### src/rtl/response_router.sv
// response_router: return path for arbitrated requests.
// Each forward-path grant pushes its requester index into an in-order tag FIFO.
// Each accepted response pops the head tag and is written into that
// requester's registered output slot. Heads that name a slot at or above
// REQ_NUMBER (non power-of-two REQ_NUMBER only) are consumed and discarded.
// Optional feature macro: RESPONSE_ROUTER_ORPHAN_CHECK_EN enables the sticky
// orphan_err flag (response with no outstanding tag, or push into a full FIFO).
`timescale 1ns/1ps
module response_router #(
   parameter int RESP_WIDTH = 10,
   parameter int REQ_NUMBER = 16,
   parameter int DEPTH      = 4,
   localparam int SEL_W     = (REQ_NUMBER > 1) ? $clog2(REQ_NUMBER) : 1,
   localparam int PTR_W     = $clog2(DEPTH),
   localparam int CNT_W     = $clog2(DEPTH + 1)
) (
   input  logic                                   clk,
   input  logic                                   rst_n,
   input  logic                                   issue_valid,
   input  logic [SEL_W-1:0]                       issue_select,
   output logic                                   issue_ready,
   input  logic                                   resp_valid,
   input  logic [RESP_WIDTH-1:0]                  resp_data,
   output logic                                   resp_ready,
   output logic [REQ_NUMBER-1:0][RESP_WIDTH-1:0]  out_data,
   output logic [REQ_NUMBER-1:0]                  out_valid,
   input  logic [REQ_NUMBER-1:0]                  out_ready,
   output logic                                   orphan_err
);

   // Handshakes: a tag is pushed on issue_valid && issue_ready, a response is
   // accepted on resp_valid && resp_ready, and slot i is consumed on
   // out_valid[i] && out_ready[i]. No ready waits on its own valid.

   localparam logic [CNT_W-1:0] FULL_CNT = CNT_W'(DEPTH);
   localparam logic [SEL_W:0]   REQ_LIM  = (SEL_W + 1)'(REQ_NUMBER);

   logic [SEL_W-1:0]                       r_tags [DEPTH];
   logic [PTR_W-1:0]                       r_wr_ptr;
   logic [PTR_W-1:0]                       r_rd_ptr;
   logic [CNT_W-1:0]                       r_count;
   logic [REQ_NUMBER-1:0]                  r_out_valid;
   logic [REQ_NUMBER-1:0][RESP_WIDTH-1:0]  r_out_data;

   logic [SEL_W-1:0]      w_head;
   logic                  w_head_in_range;
   logic                  w_slot_free;
   logic                  w_push;
   logic                  w_pop;
   logic [REQ_NUMBER-1:0] w_fill;

   assign w_head          = r_tags[r_rd_ptr];
   assign w_head_in_range = ({1'b0, w_head} < REQ_LIM);

   // Head slot can take a word if empty or being drained this cycle;
   // out-of-range heads are always free because their response is dropped.
   always_comb begin
      w_slot_free = 1'b1;
      if (w_head_in_range) begin
         w_slot_free = !r_out_valid[w_head] || out_ready[w_head];
      end
   end

   assign issue_ready = (r_count != FULL_CNT);
   assign resp_ready  = (r_count != '0) && w_slot_free;
   assign w_push      = issue_valid && issue_ready;
   assign w_pop       = resp_valid && resp_ready;

   // One-hot refill request for the slot addressed by the head tag.
   always_comb begin
      w_fill = '0;
      if (w_pop && w_head_in_range) begin
         w_fill[w_head] = 1'b1;
      end
   end

   // Tag storage: written at the write pointer, contents need no reset.
   always_ff @(posedge clk) begin
      if (w_push) begin
         r_tags[r_wr_ptr] <= issue_select;
      end
   end

   // Tag FIFO pointers and occupancy; simultaneous push and pop keep count.
   always_ff @(posedge clk) begin
      if (!rst_n) begin
         r_wr_ptr <= '0;
         r_rd_ptr <= '0;
         r_count  <= '0;
      end else begin
         if (w_push) begin
            r_wr_ptr <= r_wr_ptr + PTR_W'(1);
         end
         if (w_pop) begin
            r_rd_ptr <= r_rd_ptr + PTR_W'(1);
         end
         if (w_push && !w_pop) begin
            r_count <= r_count + CNT_W'(1);
         end else if (w_pop && !w_push) begin
            r_count <= r_count - CNT_W'(1);
         end
      end
   end

   // Output slots: a refill wins over a same-cycle consume.
   always_ff @(posedge clk) begin
      if (!rst_n) begin
         r_out_valid <= '0;
         r_out_data  <= '0;
      end else begin
         for (int i = 0; i < REQ_NUMBER; i++) begin
            if (w_fill[i]) begin
               r_out_valid[i] <= 1'b1;
               r_out_data[i]  <= resp_data;
            end else if (r_out_valid[i] && out_ready[i]) begin
               r_out_valid[i] <= 1'b0;
            end
         end
      end
   end

   assign out_valid = r_out_valid;
   assign out_data  = r_out_data;

`ifdef RESPONSE_ROUTER_ORPHAN_CHECK_EN
   logic r_orphan_err;

   // Sticky protocol error: response with nothing outstanding, or overflow push.
   always_ff @(posedge clk) begin
      if (!rst_n) begin
         r_orphan_err <= 1'b0;
      end else if ((resp_valid && (r_count == '0)) ||
                   (issue_valid && (r_count == FULL_CNT))) begin
         r_orphan_err <= 1'b1;
      end
   end

   assign orphan_err = r_orphan_err;
`else
   assign orphan_err = 1'b0;
`endif

endmodule

### config.mk
export PLATFORM = sky130hd
export DESIGN_NAME = response_router
export DESIGN_NICKNAME = d
export VERILOG_FILES = /design/src/rtl/response_router.sv
export SDC_FILE = /design/constraint.sdc
export NUM_CORES = 1
export LEC_CHECK = 0
export BUFFER_PORTS_ARGS = -buffer_cell sky130_fd_sc_hd__buf_2
export CORE_MARGIN = 2
export CORE_UTILIZATION = 45
export DETAILED_ROUTE_END_ITERATION = 16
export PLACE_DENSITY = 0.7
export SLEW_MARGIN = 20
export SYNTH_ARGS = -nofsm -noshare
export SYNTH_HDL_FRONTEND = slang
export SYNTH_SLANG_ARGS = --single-unit
### constraint.sdc
create_clock -name clk -period 6.25 [get_ports clk]
set_input_delay 1.25 -clock clk [delete_from_list [all_inputs] [get_ports clk]]
set_output_delay 1.25 -clock clk [all_outputs]
set_load 0.1 [all_outputs]
======== Word level (Yosys, flattened, before mapping) ========
Memories as Yosys holds them, arrays and structs flattened. A register that Yosys moved wholly into a read port is not among the register bits.
Index checks and enable logic that the tools add are counted.
storage, ports and cells
  bits in writable memories ............... 16
  bits in registers ....................... 183
  output and inout bits ................... 179
  logic and storage cells ................. 132
  memories kept ........................... 1
  bits of input ports ..................... 34
memories
  memory  words  width  read ports  clocked after Yosys merged registers in  wr ports  line  text
  r_tags  4      4      1           1                                        1         38    logic [SEL_W-1:0] r_tags [DEPTH];
operators by class
  reductions and logical operators ........ 44
  add/sub/neg operators ................... 4
  multiplexer cells ....................... 45
  equality and inequality tests ........... 1
  order comparisons ....................... 2
operators with widths
  cell                                                                number
  2-to-1 mux 1 bit                                                    37
  nonzero test 2 bit                                                  17
  logical AND 1 bit                                                   22
  2-to-1 mux 16 bit                                                   1
  binary-select mux 1 bit (select 4 bit)                              2
  2-to-1 mux 3 bit                                                    2
  less-than comparator 4 x 5 -> 1 bit (second input constant)         1
  adder 2 x 1 -> 2 bit (second input constant)                        2
  demux 1 bit (select 4 bit)                                          1
  greater-or-equal comparator 4 x 1 -> 1 bit (second input constant)  1
  2-to-1 mux 2 bit                                                    2
  adder 3 x 1 -> 3 bit (second input constant)                        1
  zero test 1 bit                                                     3
  inequality test 3 bit (second input constant)                       1
  nonzero test 3 bit                                                  1
  subtractor 3 x 1 -> 3 bit (second input constant)                   1
  logical OR 1 bit                                                    1

======== Longest topological paths before layout ========
Gate-level depths: netlist of the first run.
  depth in word-level cells ............... 9
  mapped depth ............................ 15
  gate-level depth less buffers ........... 13

======== Worst setup path before layout of the first run ========
No wires, ideal clock.
  kind .................................... input to output
  from .................................... in out_ready[7]
  to ...................................... out resp_ready
  arrival time ............................ 2748 ps
  required time ........................... 5000 ps
  stages on the path ...................... 7
  path slack .............................. 2252 ps
  path buffers ............................ 1
  cells stage by stage .................... mux2_2 -> nand2_1 -> o211ai_1 -> nand4_1 -> nand2_4 -> buf_12 -> o31a_1
between the ends
  longest elaborated chain between the ends .. 4
ends and longest elaborated chain
  what                                    line  text
  start, declared                         27    input logic [REQ_NUMBER-1:0] out_ready,
  binary-select mux 1 bit (select 4 bit)  60    w_slot_free = !r_out_valid[w_head] || out_ready[w_head];
  2-to-1 mux 1 bit (implied by the code)  60
  logical OR 1 bit                        60
  logical AND 1 bit                       65    assign resp_ready = (r_count != '0) && w_slot_free;
  end, declared                           24    output logic resp_ready,
No other way between the ends. The select of a mux whose other input is x is not followed.

==> summary.md, run 1 <==
| Metric | Value |
|---|---|
| Pwr Total | 3.68 mW |
| Layout Cells excl Fill | 1139 |
| Count of cell types in the netlist | 38 |
| Core area | 17200 um2 |
| Peak supply drop | 0.218 mV |
| Reg clk slew, reported paths | 0.06 ns |
| Placed Area | 8920 um2 |
| Final hold slack | 0.453 ns |
| Met3 GRT Util | 6.04% |
| Die Wd | 137 um |
| Syn Std Cell Area | 7920 um2 |
| P_leak | 5.15 nW |
| Final hold violation count | 0 |
| Syn nets | 762 |
| GRT busiest layer | met2 |
| Clock Path Buffers | 3 |
| Skew-Pair Late Insertion Delay | 0.49 ns |
| Run status | finished, final reports clean |
| Crit. End Element | primary output |
| GPL Wtd Cong | 0.828 |
| Num CTS Buffers | 22 |
| Global-route usage over all layers | 21.5% |
| Grt total ovfl | 0 |
| CTS resizes | 0 |
| FF-to-FF path depth | 13 |
| H-tree levels | 1 |
| Initial Util | 45.9% |
| Post-DR vias/cell | 5.06 |
| CP max stage delay | 0.83 ns |
| DP Cell Count | 1102 |
| Synth warnings | 0 |
| First drt pass iteration count | 4 |
| Yosys top cell by area | dfxtp_1 |
| Worst setup path class | reg2out |
| Clock period minus worst slack | 4.69 ns |
| Final worst setup slack | 1.56 ns |
| Post-synth top cells | dfxtp_1 (185), mux2i_1 (180), nand2_1 (179) |
| Worst hold path class | reg2reg |
| Vias in the first global route | 5730 |
| Power per Cell Area | 382 nW/um2 |
| Postcts setup bufs | 0 |
| Slowest-stage cell, CP | mux4_2 |
| CTS Sinks | 201 |
| Hpwl dp | 14000 um |
| Tightest Pin Transition | 1.08 ns |
| #FFs+latches synth | 201 |
| Die Area | 18700 um2 |
| Final Skew | 0.00944 ns |
| Setup WS pre-CTS | 2.06 ns |
| Fillcell total | 1497 |
| Core Util, Final | 55.9% |
| Final worst path period share | 75.1% |
| DRT iter0 DRCs | 265 |
| Cell area after layout | 9640 um2 |
| Mean routed wirelength per cell | 18.0 um |
| Syn avg cell area | 11.0 um2 |
| Post-DRT Antenna Nets | 0 |
| EDFF count, synth | 16 |
| Required time worst endpoint | 5.00 ns |
| Max cap viols | 0 |
| Most common flop cell mapped by yosys | dfxtp_1 |
| Global-route track usage on met2 | 34.8% |
| Critical Path AT | 3.44 ns |
| Async SR Flop Fraction | 0% |
| Worst-path fanout max | 20 |
| Largest cells by area after synthesis | dfxtp_1 (47%), mux2i_1 (23%), nand2_1 (8.5%), edfxtp_1 (6.1%), nand4_4 (1.9%) |
| Root Driver | clkbuf_16 |
| Max Fclk | 213 MHz |
| DRC | 0 |
| Critical Path Source Type | flip-flop |
| Cell count after synthesis | 722 |
| Met1 Track Usage GR | 27.5% |
| Most instantiated library cell after synthesis | dfxtp_1 |
| Bufs and invs on worst path | 1 |
| Hold Path Stages | 2 |
| Seq/Total Area, Yosys | 52.9% |
| P&R area growth vs syn | 21.8% |
| CTS Hold Buffers Added | 0 |
| Largest net degree at the start of global routing | 111 |
| Crit path cell chain | mux4_2 > mux2_2 > nand2_1 > o211ai_1 > nand4_1 > nand2_4 > o31a_1 > buf_2 |
| CTS tree | done |
| Share of the synthesized area in the top cell type | 46.8% |
| Antenna cells | 0 |
| Layout cells sized above 1 | 28.3% |
| Slew Limit Fails | 0 |
| RSZ-0062 raised after global routing | false |
| Row count | 48 |
| Routed WL | 20500 um |
| Routed vias | 5768 |
| Cell count along the critical path | 8 |
| Worst slew margin | 27.7% |
| Initial antenna violation count | 0 |
| Die height | 137 um |
| Port bufs | 211 |
| Endpoints failing setup | 0 |
| Nets | 941 |
| Delay-heaviest family, CP | multiplexers |
| Setup TNS | 0 ns |
| Io pins | 213 |
| First-pass GRT wire length | 31400 um |
==> final cells by class <==
class	count	area, um2	share of cell area, %
inverter	3	11.3	0.117
clock buffer	35	681	7.06
multi-input combinational	461	3380	35.1
sequential	201	4180	43.4
clock inverter	2	38.8	0.402
timing repair buffer	212	1070	11.1
tap	225	282	2.92
==> worst paths after layout <==
path	slack, ns	from	to
setup / recovery	1.56	flip-flop	resp_ready
hold / removal	0.45	out_data[121]	out_data[121]
setup reg to reg	2.38	flip-flop	r_count[2]
hold reg to reg	0.45	out_data[121]	out_data[121]
==> worst min-delay path, cell delays in order (launching register included) <==
cell	delay, ns
dfxtp_1	0.30
nand2_1	0.05
mux2i_1	0.05
==> report_power, final <==
part	internal, mW	switching [mW]
clock network	0.782	0.495
logic	0.227	0.746
registers	1.38	0.0526
==> cell usage in the layout, fill, tap and decap left out, types with 6 or more instances in the layout <==
cell | synthesis | layout
buf_2 | 3 | 210
a21boi_0 | 9 | 9
nand4_4 | 7 | 7
a21boi_1 | 7 | 7
clkbuf_1 | 33 | 6
clkbuf_8 | 0 | 6
dfxtp_1 | 185 | 185
edfxtp_1 | 16 | 16
nor2b_1 | 6 | 6
clkbuf_16 | 0 | 23
nand4_1 | 9 | 9
nand2_1 | 179 | 179
mux2i_1 | 180 | 180
nand2b_1 | 17 | 17
==> sequential cells by signal, indices dropped and copies added, names as in the netlist, named ones only <==
| name | count |
|---|---|
| r_count | 3 |
| out_valid | 16 |
| r_tags | 16 |
| r_wr_ptr | 2 |
| out_data | 160 |
| r_rd_ptr | 2 |
==> per-layer routing <==
| metal | vias to the layer above | routed length, um |
|---|---|---|
| met5 | - | 0 |
| met4 | 0 | 628 |
| met3 | 46 | 1680 |
| met2 | 191 | 9400 |
| met1 | 2738 | 8760 |
| li1 | 2793 | - |
==> kinds of logic after synthesis <==
| logic type | count (synthesis) | share of synthesized area, % |
|---|---|---|
| other cells | 1 | 0.0474 |
| fa+ha+maj | 6 | 1.04 |
| buf+inv | 60 | 4.43 |
| xor+xnor | 3 | 0.332 |
| compound gates | 27 | 2.53 |
| mux | 188 | 24.5 |
| simple gates | 236 | 14.3 |
| flops | 201 | 52.9 |
Note: power is estimated with default switching activity, not from simulation.
==> inputs of run 2 (changes only) <==
Settings changed: PLACE_DENSITY 0.7 to 0.73.
Clock period 6.25 ns to 4.3 ns, I/O delays scaled along.
==> summary.md, run 2 (synthesis results as in run 1) <==
| Metric | Value |
|---|---|
| CP max stage delay | 0.73 ns (-0.10 ns) |
| Met3 GRT Util | 6.52% (+0.48 points) |
| Delay-heaviest family, CP | multiplexers |
| Most frequent CP cell | mux2i_1 |
| Io pins | 213 (unchanged) |
| CTS resizes | 0 (unchanged) |
| Max reg flops | 160 (unchanged) |
| Slew Limit Fails | 0 (unchanged) |
| Power per Cell Area | 550 nW/um2 (+44%) |
| Vias in the first global route | 5786 (+0.98%) |
| Nets | 950 (+0.96%) |
| Grt total ovfl | 0 (unchanged) |
| Setup TNS | 0 ns (unchanged) |
| Die Wd | 137 um (unchanged) |
| Worst-path fanout max | 19 (-5.0%) |
| Port bufs | 211 (unchanged) |
| Max cap viols | 0 (unchanged) |
| Critical Path AT | 3.20 ns (-0.24 ns) |
| Bufs and invs on worst path | 1 (unchanged) |
| Clock period minus worst slack | 4.06 ns |
| Die height | 137 um (unchanged) |
| Commonest non-fill, non-tap cell in the layout | buf_2 |
| H-tree levels | 1 (unchanged) |
| First drt pass iteration count | 4 (unchanged) |
| Crit. End Element | primary output |
| Initial antenna violation count | 3 (+3) |
| Crit path cell chain | mux4_2 > mux2i_1 > mux2i_1 > a22oi_1 > nand2_1 > nand2_4 > o31a_1 > clkbuf_4 |
| Worst setup path class | reg2out |
| Cell area after layout | 9720 um2 (+0.84%) |
| Slowest-stage cell, CP | mux4_2 |
| Die Area | 18700 um2 (unchanged) |
| Largest net degree at the start of global routing | 84 (-24%) |
| RSZ-0062 raised after global routing | false |
| Worst hold path class | reg2reg |
| Num CTS Buffers | 22 (unchanged) |
| Post-DRT Antenna Nets | 0 (unchanged) |
| Hpwl dp | 14200 um (+1.3%) |
| Reg clk slew, reported paths | 0.06 ns (about the same) |
| Skew-Pair Late Insertion Delay | 0.49 ns (about the same) |
| Peak supply drop | 0.307 mV (+41%) |
| Psw | 1.89 mW (+46%) |
| Final hold violation count | 0 (unchanged) |
| Clk pwr share | 34.3% (-0.4 points) |
| Clock Path Buffers | 3 (unchanged) |
| GRT busiest layer | met2 |
| Layout cells sized above 1 | 29.1% (+0.78 points) |
| Core area | 17200 um2 (unchanged) |
| Worst slew margin | 39.6% (+12 points) |
| GPL Wtd Cong | 0.800 (-3.4%) |
| Routed WL | 20900 um (+2.2%) |
| Share of power burned in registers | 39.0% (about the same) |
| Run status | finished, final reports clean |
| CTS Hold Buffers Added | 0 (unchanged) |
| Post-DR vias/cell | 5.09 (+0.54%) |
| Mean routed wirelength per cell | 18.2 um (+1.3%) |
| CTS Sinks | 201 (unchanged) |
| Combinational Power Share | 26.7% (+0.3 points) |
| Final Skew | 0.00935 ns (-0.0000847 ns) |
| Core Util, Final | 56.4% (+0.47 points) |
| Sw frac | 35.3% (+0.13 points) |
| CTS tree | done |
| Fillcell total | 1524 (+1.8%) |
| DRC | 0 (unchanged) |
| Met1 Track Usage GR | 28.4% (+0.92 points) |
| Root Driver | clkbuf_16 |
| Most frequent cells in the layout | buf_2 (209), dfxtp_1 (185), mux2i_1 (180) |
| Critical Path Source Type | flip-flop |
| Row count | 48 (unchanged) |
| Final hold slack | 0.453 ns (+0.0000160 ns) |
| P&R area growth vs syn | 22.9% |
| Int Pwr | 3.46 mW (+45%) |
| Placed Area | 8990 um2 (+0.72%) |
| Max Fclk | 247 MHz |
| Final worst setup slack | 0.244 ns (-1.31 ns) |
| Final worst path period share | 94.3% |
| DRT iter0 DRCs | 323 (+22%) |
| P_leak | 5.18 nW (+0.70%) |
| Initial Util | 45.9% (unchanged) |
| Tightest Pin Transition | 0.903 ns (-0.181 ns) |
| Endpoints failing setup | 0 (unchanged) |
| Global-route usage over all layers | 22.0% (+0.53 points) |
| First-pass GRT wire length | 31900 um (+1.6%) |
| Required time worst endpoint | 3.44 ns (-1.56 ns) |
| Global-route track usage on met2 | 36.2% (+1.4 points) |
| Routed vias | 5855 (+1.5%) |
| Postcts setup bufs | 0 (unchanged) |
| Setup WS pre-CTS | 0.575 ns (-1.48 ns) |
[run 2: path summary, 6_finish.rpt]
path,startpoint,end,slack (ns),cells past startpoint
worst min register to register,out_data[120],out_data[120],0.45,2
worst max-delay path,flip-flop,resp_ready,0.24,8
worst max register to register,flip-flop,r_count[2],0.66,13
worst min-delay path,out_data[120],out_data[120],0.45,2
[run 2: final cells by class]
class,instances,area [um2],area share (%)
antenna,1,2.50,0.0257
clock buffer,33,653,6.72
clock inverter,5,56.3,0.579
inverter,3,11.3,0.116
multi-input combinational,462,3400,35.0
sequential,201,4180,43.0
tap,225,282,2.90
timing repair buffer,220,1130,11.6
[run 2: power by group through the flow]
stage	Sequential, mW	Combinational, mW	Clock [mW]
after floorplan	2.61	0.706	0
after global placement	2.12	1.40	0
after detailed placement	2.12	1.41	0
after CTS	2.08	1.42	1.87
after global routing	2.10	1.50	1.95
final	2.08	1.43	1.83
[run 2: metal layers]
metal / up-vias / part of all wire, %
li1: 2812 / -
met1: 2814 / 44
met2: 192 / 46
met3: 35 / 8.2
met4: 2 / 2.0
met5: - / 0.062
[run 2: tightest hold or removal path, delay by kind of cell, from the launching register on]
kind             cells  cell delay [ns]
flip-flops           1             0.30
AND/OR/NAND/NOR      1             0.05
multiplexers         1             0.05
[run 2: stage by stage]
stage,instances,power [mW]
floorplan,722,3.32
global placement,1110,3.51
detailed placement,1110,3.53
CTS,1148,5.37
global route,1150,5.55
finish,1150,5.35
==> inputs of run 3 (changes only) <==
Settings changed: CTS_BUF_LIST set to sky130_fd_sc_hd__clkbuf_8.
==> summary.md, run 3 (synthesis results as in run 1) <==
| Metric | Value |
|---|---|
| Slew Limit Fails | 0 (unchanged) |
| Post-DRT Antenna Nets | 0 (unchanged) |
| Routed WL | 20900 um (about the same) |
| Clk pwr share | 31.8% (-2.5 points) |
| First-pass GRT wire length | 31700 um (-0.63%) |
| Clock Path Buffers | 3 (unchanged) |
| Skew-Pair Late Insertion Delay | 0.50 ns (about the same) |
| Final hold violation count | 0 (unchanged) |
| Final worst setup slack | 0.267 ns (+0.0239 ns) |
| Die height | 137 um (unchanged) |
| Fillcell total | 1526 (+0.13%) |
| Tightest Pin Transition | 0.901 ns (-0.00268 ns) |
| Setup TNS | 0 ns (unchanged) |
| Routed vias | 5944 (+1.5%) |
| Core area | 17200 um2 (unchanged) |
| Final worst path period share | 93.8% (-0.56 points) |
| Die Area | 18700 um2 (unchanged) |
| Row count | 48 (unchanged) |
| Grt total ovfl | 0 (unchanged) |
| P_leak | 5.22 nW (+0.67%) |
| Slowest-stage cell, CP | mux4_2 |
| Io pins | 213 (unchanged) |
| Crit path cell chain | mux4_2 > mux2i_1 > mux2i_1 > a22oi_1 > nand2_1 > nand2_4 > o31a_1 > clkbuf_4 |
| Share of power burned in registers | 40.5% (+1.5 points) |
| FF-to-FF path depth | 13 (unchanged) |
| Post-DR vias/cell | 5.07 (-0.39%) |
| Max reg flops | 160 (unchanged) |
| Largest net degree at the start of global routing | 84 (unchanged) |
| Global-route usage over all layers | 22.1% (+0.061 points) |
| Layout Cells excl Fill | 1172 (+1.9%) |
| DRC | 0 (unchanged) |
| Required time worst endpoint | 3.44 ns (about the same) |
| Layout cells sized above 1 | 29.9% (+0.80 points) |
| Clock period minus worst slack | 4.03 ns (-0.0239 ns) |
| Worst hold path class | reg2reg |
| CP max stage delay | 0.73 ns (about the same) |
| DP Cell Count | 1110 (unchanged) |
| CP endpoint | resp_ready |
| Num CTS Buffers | 35 (+59%) |
| First drt pass iteration count | 4 (unchanged) |
| Max Fclk | 248 MHz (+0.59%) |
| CTS Sinks | 201 (unchanged) |
| Endpoints failing setup | 0 (unchanged) |
| Worst-path fanout max | 19 (unchanged) |
| Port bufs | 211 (unchanged) |
| Worst slew margin | 39.8% (+0.15 points) |
| Run status | finished, final reports clean |
| R2r endpoint | r_count[2] |
| RSZ-0062 raised after global routing | false |
| Crit. End Element | primary output |
| Setup WS pre-CTS | 0.575 ns (unchanged) |
| Final hold slack | 0.454 ns (+0.000862 ns) |
| Hpwl dp | 14200 um (unchanged) |
| Initial antenna violation count | 3 (unchanged) |
| Critical Path Source Type | flip-flop |
| Psw | 1.89 mW (+0.42%) |
| DRT iter0 DRCs | 300 (-7.1%) |
| Vias in the first global route | 5854 (+1.2%) |
| CTS tree | done |
| Delay-heaviest family, CP | multiplexers |
| Reg clk slew, reported paths | 0.05 ns (about the same) |
| Peak supply drop | 0.323 mV (+5.3%) |
| Most frequent cells in the layout | buf_2 (209), dfxtp_1 (185), mux2i_1 (180) |
| P&R area growth vs syn | 22.3% |
| Worst setup path class | reg2out |
| Critical Path AT | 3.17 ns (-0.03 ns) |
| Initial Util | 45.9% (unchanged) |
| Bufs and invs on worst path | 1 (unchanged) |
| H-tree levels | 2 (+1) |
| Final Skew | 0.0140 ns (+0.00464 ns) |
| Most frequent CP cell | mux2i_1 |
| Int Pwr | 3.25 mW (-6.0%) |
| Commonest non-fill, non-tap cell in the layout | buf_2 |
| Register-to-register setup slack | 0.68 ns (+0.02 ns) |
| Cell count along the critical path | 8 (unchanged) |
| Root Driver | clkbuf_8 |
| Mean routed wirelength per cell | 17.8 um (-2.0%) |
| Max cap viols | 0 (unchanged) |
| Sw frac | 36.8% (+1.5 points) |
| GPL Wtd Cong | 0.800 (unchanged) |
| Die Wd | 137 um (unchanged) |
| Power per Cell Area | 532 nW/um2 (-3.3%) |
| Combinational Power Share | 27.7% (+1.0 points) |
| Nets | 963 (+1.4%) |
==> run 3: cell types whose count changed in the layout (fill, tap and decap cells not counted), sizes merged <==
cell | previous run | this run
inv | 4 | 14
clkbuf | 34 | 44
clkinv | 2 | 5
bufinv | 1 | 0
==> run 3: cell type report <==
| cell class | instances | area, um2 | share of cell area (%) |
|---|---|---|---|
| clock inverters | 17 | 70.1 | 0.724 |
| diodes | 1 | 2.50 | 0.0259 |
| well taps | 225 | 282 | 2.91 |
| flip-flops and latches | 201 | 4180 | 43.2 |
| multi-input cells | 462 | 3400 | 35.2 |
| repair buffers | 220 | 1130 | 11.7 |
| inverters | 3 | 11.3 | 0.116 |
| clock buffers | 43 | 592 | 6.12 |
==> run 3: repair_timing <==
item                       4_1_cts  5_1_grt
setup endpoints to repair        0        1
gates resized for setup          0        2
setup buffers                    0        0
hold buffers                     0        0
==> run 3: worst min-delay path, cell delays in order (launching register included) <==
cell and delay [ns]:
dfxtp_1 0.30, nand2_1 0.05, mux2i_1 0.05
==> run 3: worst min path at each step <==
stage	startpoint	end	slack [ns]	cells after the start
after CTS	out_data[39]	out_data[39]	0.46	2
after floorplan	r_rd_ptr[1]	flip-flop	0.45	2
after global placement	out_data[128]	out_data[128]	0.44	2
after global routing	out_data[123]	out_data[123]	0.47	2
after detailed placement	out_data[123]	out_data[123]	0.44	2
final	out_data[120]	out_data[120]	0.45	2
==> run 3: per-stage QoR <==
step	cell area (um2)	util [%]	power [mW]
after floorplan	7920	-	3.32
after detailed placement	8990	52.1	3.53
after global placement	8990	52.1	3.51
after global routing	9680	56.1	5.36
final	9680	56.1	5.15
after CTS	9650	56.0	5.18
==> run 3: power by group through the flow <==
stage | combinational, mW | clock, mW | sequential [mW]
6_report | 1.42 | 1.64 | 2.08
5_1_grt | 1.50 | 1.76 | 2.10
4_1_cts | 1.42 | 1.68 | 2.08
3_5_place_dp | 1.41 | 0 | 2.12
3_3_place_gp | 1.40 | 0 | 2.12
2_1_floorplan | 0.706 | 0 | 2.61
==> run 3: metal layers <==
metal,routed length (um),global-route usage (%)
met5,13,0
met2,9790,35.7
met1,8980,27.6
met3,1710,7.48
met4,413,7.64
